===== src/rtl/iob_acc_sweep.sv =====
`default_nettype none
// +---------------------------------------------------------------------------+
// | iob_acc_sweep: programmable arithmetic sweep generator.                   |
// | The output is a valid/ready stream that the consumer can stall.           |
// | Revision: 1.0                                                             |
// +---------------------------------------------------------------------------+
module iob_acc_sweep #(
    parameter int DATA_W = 21,
    parameter int CNT_W  = 16
) (
    input  logic              clk_i,
    input  logic              rstn_i,
    input  logic              cke_i,
    input  logic [DATA_W-1:0] start_i,
    input  logic [DATA_W-1:0] stride_i,
    input  logic [CNT_W-1:0]  count_i,
    input  logic [CNT_W-1:0]  loops_i,
    input  logic              go_i,
    input  logic              abort_i,
    output logic              busy_o,
    output logic              done_o,
    output logic              valid_o,
    input  logic              ready_i,
    output logic [DATA_W-1:0] data_o
);

    localparam logic [0:0] S_IDLE = 1'b0;
    localparam logic [0:0] S_RUN  = 1'b1;

    logic [0:0]        state_q,  state_d;
    logic [DATA_W-1:0] acc_q,    acc_d;
    logic [DATA_W-1:0] start_q,  start_d;
    logic [DATA_W-1:0] stride_q, stride_d;
    logic [CNT_W-1:0]  count_q,  count_d;
    logic [CNT_W-1:0]  loops_q,  loops_d;
    logic [CNT_W-1:0]  step_q,   step_d;
    logic [CNT_W-1:0]  loop_q,   loop_d;
    logic              done_q,   done_d;

    logic              acc_load;
    logic              acc_en;
    logic [DATA_W-1:0] acc_load_val;
    logic              last_step;
    logic              last_loop;

    assign last_step = (step_q == (count_q - CNT_W'(1)));
    assign last_loop = (loop_q == (loops_q - CNT_W'(1)));

    always_comb begin
        state_d      = state_q;
        start_d      = start_q;
        stride_d     = stride_q;
        count_d      = count_q;
        loops_d      = loops_q;
        step_d       = step_q;
        loop_d       = loop_q;
        done_d       = done_q;
        acc_load     = 1'b0;
        acc_en       = 1'b0;
        acc_load_val = start_q;
        if (cke_i) begin
            done_d = 1'b0;
            case (state_q)
                S_IDLE: begin
                    if (go_i && !abort_i) begin
                        start_d      = start_i;
                        stride_d     = stride_i;
                        count_d      = count_i;
                        loops_d      = loops_i;
                        step_d       = '0;
                        loop_d       = '0;
                        acc_load     = 1'b1;
                        acc_load_val = start_i;
                        if ((count_i == '0) || (loops_i == '0)) begin
                            done_d = 1'b1;
                        end else begin
                            state_d = S_RUN;
                        end
                    end
                end
                S_RUN: begin
                    if (ready_i) begin
                        if (!last_step) begin
                            acc_en = 1'b1;
                            step_d = step_q + CNT_W'(1);
                        end else if (!last_loop) begin
                            acc_load = 1'b1;
                            step_d   = '0;
                            loop_d   = loop_q + CNT_W'(1);
                        end else begin
                            state_d = S_IDLE;
                            done_d  = 1'b1;
                        end
                    end
                    // Abort ends the sweep silently, even on the final transfer.
                    if (abort_i) begin
                        state_d = S_IDLE;
                        done_d  = 1'b0;
                    end
                end
                default: state_d = S_IDLE;
            endcase
        end
    end

    // Accumulator datapath: load wins over the add.
    always_comb begin
        acc_d = acc_q;
        if (acc_load) begin
            acc_d = acc_load_val;
        end else if (acc_en) begin
            acc_d = acc_q + stride_q;
        end
    end

    always_ff @(posedge clk_i) begin
        if (!rstn_i) begin
            state_q  <= S_IDLE;
            acc_q    <= '0;
            start_q  <= '0;
            stride_q <= '0;
            count_q  <= '0;
            loops_q  <= '0;
            step_q   <= '0;
            loop_q   <= '0;
            done_q   <= 1'b0;
        end else begin
            state_q  <= state_d;
            acc_q    <= acc_d;
            start_q  <= start_d;
            stride_q <= stride_d;
            count_q  <= count_d;
            loops_q  <= loops_d;
            step_q   <= step_d;
            loop_q   <= loop_d;
            done_q   <= done_d;
        end
    end

    assign busy_o  = (state_q == S_RUN);
    assign valid_o = (state_q == S_RUN);
    assign done_o  = done_q;
    assign data_o  = acc_q;

endmodule
`default_nettype wire


===== config.mk =====
export PLATFORM = sky130hd
export DESIGN_NAME = iob_acc_sweep
export DESIGN_NICKNAME = d
export VERILOG_FILES = /design/src/rtl/iob_acc_sweep.sv
export SDC_FILE = /design/constraint.sdc
export NUM_CORES = 1
export LEC_CHECK = 0
export CAP_MARGIN = 25
export CORE_UTILIZATION = 50
export DETAILED_ROUTE_END_ITERATION = 12
export PLACE_DENSITY_LB_ADDON = 0.2
export SETUP_SLACK_MARGIN = 0.2
export SLEW_MARGIN = 30
export SYNTH_ARGS = -nofsm -noshare
export SYNTH_HDL_FRONTEND = slang
export SYNTH_SLANG_ARGS = --single-unit

===== constraint.sdc =====
create_clock -name clk_i -period 2.99 [get_ports clk_i]
set_input_delay 0.897 -clock clk_i [delete_from_list [all_inputs] [get_ports clk_i]]
set_output_delay 0.897 -clock clk_i [all_outputs]
set_load 0.005 [all_outputs]

# Word level (Yosys, flattened, before mapping)
# Cells that the tools add are included.
[word_totals] ff_bits=129
[classes] n_addsub=5 eq_ne=7 muxes=37 n_bitwise=1 reduce_logical=9
[op_table] operator="two-way mux 16 bit" count=7
[op_table] operator="two-way mux 21 bit" count=5
[op_table] operator="case mux 16 bit (2 select lines)" count=2
[op_table] operator="adder 16 x 1 -> 16 bit (second input constant)" count=2
[op_table] operator="equality test 16 bit" count=2
[op_table] operator="logical NOT 16 bit" count=2
[op_table] operator="subtractor 16 x 1 -> 16 bit (second input constant)" count=2
[op_table] operator="adder 21 bit" count=1
[op_table] operator="two-way mux 1 bit" count=20
[op_table] operator="inequality test 2 bit (second input constant)" count=3
[op_table] operator="case mux 1 bit (2 select lines)" count=3
[op_table] operator="AND reduction 5 bit" count=1
[op_table] operator="AND reduction 4 bit" count=1
[op_table] operator="inequality test 3 bit (second input constant)" count=1
[op_table] operator="AND reduction 3 bit" count=1
[op_table] operator="inequality test 2 x 1 -> 1 bit (second input constant)" count=1
[op_table] operator="nonzero test 2 bit" count=1
[op_table] operator="logical AND 1 bit" count=1
[op_table] operator="logical NOT 1 bit" count=1
[op_table] operator="logical OR 1 bit" count=1
[op_table] operator="NOT 1 bit" count=1

# Logic depth before layout (Yosys ltp)
[depth] depth_word=8 mapped_depth=14 depth_no_buf=12

# Worst setup path before layout
# Ideal clock, no wire load.
[synth_path] path_type="register to register" startpoint="register count_q[9]" endpoint="register step_q[9]" setup_time_ns=0.121 t_arrival_ns=3.134 path_slack_ns=-0.265 path_stages_with_launch=12 n_path_buf=2 cell_sequence="dfxtp_1 buf_2 or4_1 nor4_1 mux2i_1 mux2i_1 a22o_2 and4b_1 a21o_1 buf_6 nor4_1 mux2_2"
[synth_between] elab_chain_len=5 elab_cells_between_ends=7 cone_classes="add/sub: 1; eq/ne: 2; mux: 3; reduce/logical: 1"
[synth_rtl] element="start, declared" line_no="34" text="logic [CNT_W-1:0] count_q, count_d;"
[synth_rtl] element="start signal, assigned" line_no="132" text="count_q <= count_d;"
[synth_rtl] element="subtractor 16 x 1 -> 16 bit (*)" line_no="46" text="assign last_step = (step_q == (count_q - CNT_W'(1)));"
[synth_rtl] element="equality test 16 bit (*)" line_no="46"
[synth_rtl] element="two-way mux 16 bit" line_no="83" text="if (!last_step) begin"
[synth_rtl] element="two-way mux 16 bit" line_no="82" text="if (ready_i) begin"
[synth_rtl] element="case mux 16 bit (2 select lines)" line_no="63" text="case (state_q)"
[synth_rtl] element="end signal, assigned" line_no="134" text="step_q <= step_d;"
[synth_rtl] element="end, declared" line_no="36" text="logic [CNT_W-1:0] step_q, step_d;"
# Every way passes the cells marked *; elsewhere a longest branch is shown, timed or not. The select of a mux whose other input is x is not followed.
# A chain may end at the register's enable or synchronous reset.

# Worst setup path in the final report
[layout_path] startpoint="register count_q[0]" endpoint="register step_q[12]"
# The elaborated chain is that of the path after synthesis.

==> results.md <==
* Post-synthesis cell area at between 7000 and 8000 µm²
* Worst skew pair latency at about 0.42 ns
* Sequential Power Share at 0.391
* Worst Tran Pin Value at between 0.6 and 0.7 ns
* # hold bufs at CTS at 0
* Critical-path maximum fanout at 7
* Leak at 3.95 nW
* Sequential-to-total area share from yosys stat at 0.349
* Cell Rows at between 40 and 50
* Number of synthesized flops with an enable pin at 0
* Initial antenna violation count at 0
* Status: finished, violations left
* H-tree lvl count at 4
* Worst Hold Class: flip-flop to flip-flop
* Yosys warnings at 0
* RSZ-0062 raised after global routing: yes
* Largest net degree at the start of global routing at 45
* Drt total wl at 20700 µm
* Area grow syn2layout at 39.5%
* Share of cells above drive strength 1 at 0.194
* Vias in the first global route at between 6000 and 7000
* Crit path DAT at about 3.6 ns
* GR Util All Layers at 0.278
* Pwr per Cell Area at 444 nW/µm²
* I/O Pins at 104
* Most common cell after layout, fill and taps aside: nand2_1
* Clock Power Share at 0.460
* DPL Wire Length at 14500 µm
* Vias at 7341
* Max Cap Violations at 0
* # diodes at 0
* Placed Cells incl. Taps at around 1200
* Gr ovfl total at 0
* Final Critical Period at about 3.2 ns
* Gpl congestion at 0.911
* FF+latch count, synth at ~130
* Pre-CTS setup slack at -0.239 ns
* Post-synth ARST share at 0
* Die width at around 120 µm
* Post-DR wirelength/cell at roughly 16 µm
* Worst setup SP type: flip-flop
* Vias/cell at between 5 and 6
* Clock Tree Root: clkbuf_16
* Clock Path Buffers at 2
* Post-layout net count at 1186
* Synthesized Nets at between 1000 and 1500
* Synth Flop Type: dfxtp_1
* Clk pin slew, worst setup/hold paths at roughly 0.050 ns
* Fill count at 1141
* Maximum vdd ir drop at 0.476 mV
* Fmax at between 300 and 400 MHz
* Most frequent cells in the layout: 188 x nand2_1, 126 x dfxtp_1, 102 x clkdlybuf4s50_1, 80 x buf_4, 75 x a21boi_0
* Type of the worst setup path: flip-flop to flip-flop
* 1st-iter DRT viols at around 500
* # clock sinks at approximately 130
* First-pass GRT wire length at roughly 33000 µm
* Hold slack at 0.471 ns
* Final worst-path cycle share at 1.07
* Layout Skew at between 0.009 and 0.01 ns
* Pint at about 3.5 mW
* # setup viols final at 53
* ANT nets after route at 0
* Slew Limit Fails at 0
* Residual DRC at 0
* Final hold viol count at 0
* Kind of end point of the critical path: flip-flop
* Core ar. at 14500 µm²
* Post-synth cell types at just under 70
* NetSw at 1.10 mW
* Mapped Cells at slightly above 900
* Sw frac at 0.241
* Non-Filler Instances at 1277
* Rel. slew slack at 0.551
* Syn Area/Cell at 8.03 µm²
* PortBufs at ~100
* CTS tree: built
* Combinational Power Share at 0.149
* Req. time, crit path at 3.34 ns
* Die area at 15300 µm²
* Failing checks: setup timing
* TritonCTS Buffers at 17
* Initial Util at 0.511
* Final worst setup slack at -0.219 ns
* Die Ht at about 120 µm
* Drt pass-1 iters at 7
## what timing repair did
action	in CTS	in global routing
pin swaps	5	18
endpoints found under the setup margin	55	60
buffers inserted	8	3
hold endpoints to repair	0	0
resized for setup	26	45
gates cloned	2	2
## synthesized netlist by cell type, types with 10 or more instances
master    number  share of area
o21ai_0       34          0.023
nand2b_1      10         0.0085
nor2_1        36          0.018
xnor2_1       31          0.037
ha_1          24          0.041
nor3_1        17          0.012
clkbuf_1      47          0.024
or3_1         16          0.014
inv_1         17         0.0086
o31ai_1       11          0.011
and3_1        10         0.0085
nor4_1        18          0.015
nand2_1      188          0.095
or4_1         14          0.014
nand3_1       19          0.013
dfxtp_1      129           0.35
xor2_1        23          0.027
a32oi_1       21          0.025
nand4_1       13          0.011
a21oi_1       39          0.026
a21boi_0      76          0.077
## critical path, stage by stage, from the launching register on
cell and delay, ns:
dfxtp_2 0.33, inv_2 0.06, ha_4 0.13, or3b_4 0.38, or4_4 0.45, mux2_4 0.33, mux2i_4 0.16, nor4bb_4 0.07
and4b_1 0.23, a21o_4 0.25, buf_6 0.14, or4b_4 0.49, a21oi_2 0.12
## registers in the layout, indices dropped and copies added, names as in the netlist
| signal | count |
|---|---|
| busy_o | 1 |
| count_q | 16 |
| data_o | 21 |
| done_o | 1 |
| loop_q | 16 |
| loops_q | 16 |
| start_q | 21 |
| step_q | 16 |
| stride_q | 21 |
## final cells by class
type / count / area, µm² / share of cell area
Tap cell: 184 / 230 / 0.0223
Clock buffer: 22 / 464 / 0.0450
Sequential cell: 129 / 2590 / 0.251
Timing Repair Buffer: 203 / 1940 / 0.188
Multi-Input combinational cell: 713 / 4890 / 0.474
Inverter: 17 / 66.3 / 0.00643
Clock inverter: 9 / 133 / 0.0129
## power by group through the flow
stage                     sequential, mW  clock, mW  combinational [mW]
after floorplan                     1.82          0               0.336
after global placement              1.83          0               0.594
after detailed placement            1.83          0               0.598
after CTS                           1.79       2.13               0.648
after global routing                1.80       2.22               0.744
final                               1.79       2.11               0.684
## final timing paths
path              cells after the start         from  slack (ns)           to
hold / removal                        2  stride_q[8]        0.47  stride_q[8]
setup reg to reg                     12   count_q[0]       -0.22   step_q[12]
hold reg to reg                       2  stride_q[8]        0.47  stride_q[8]
setup / recovery                     12   count_q[0]       -0.22   step_q[12]
## metal layers
metal	global-route usage	vias up	routed length, µm
met5	0	-	0
met4	0.105	0	463
met3	0.0591	32	1150
met2	0.464	220	9700
met1	0.350	3459	9400
li1	-	3630	-
## logic make-up (layout without fill, tap and decap cells)
group	after synthesis	in the layout	synth area share
simple gates	377	377	0.246
compound gates	245	245	0.235
flops	129	129	0.349
buf+inv	79	251	0.0455
xor+xnor	54	54	0.0639
fa+ha+maj	25	25	0.0433
mux	12	12	0.0174
## stage by stage
step / util / cell area [µm²] / power (mW) / setup TNS, ns
6_report: 0.713 / 10300 / 4.58 / -5.93
5_1_grt: 0.713 / 10300 / 4.76 / -12.13
4_1_cts: 0.693 / 10000 / 4.57 / -6.76
3_3_place_gp: 0.636 / 9210 / 2.42 / -4.96
2_1_floorplan: - / 7570 / 2.16 / -0.570
3_5_place_dp: 0.636 / 9210 / 2.43 / -8.23
(Power assumes the default switching activity.)
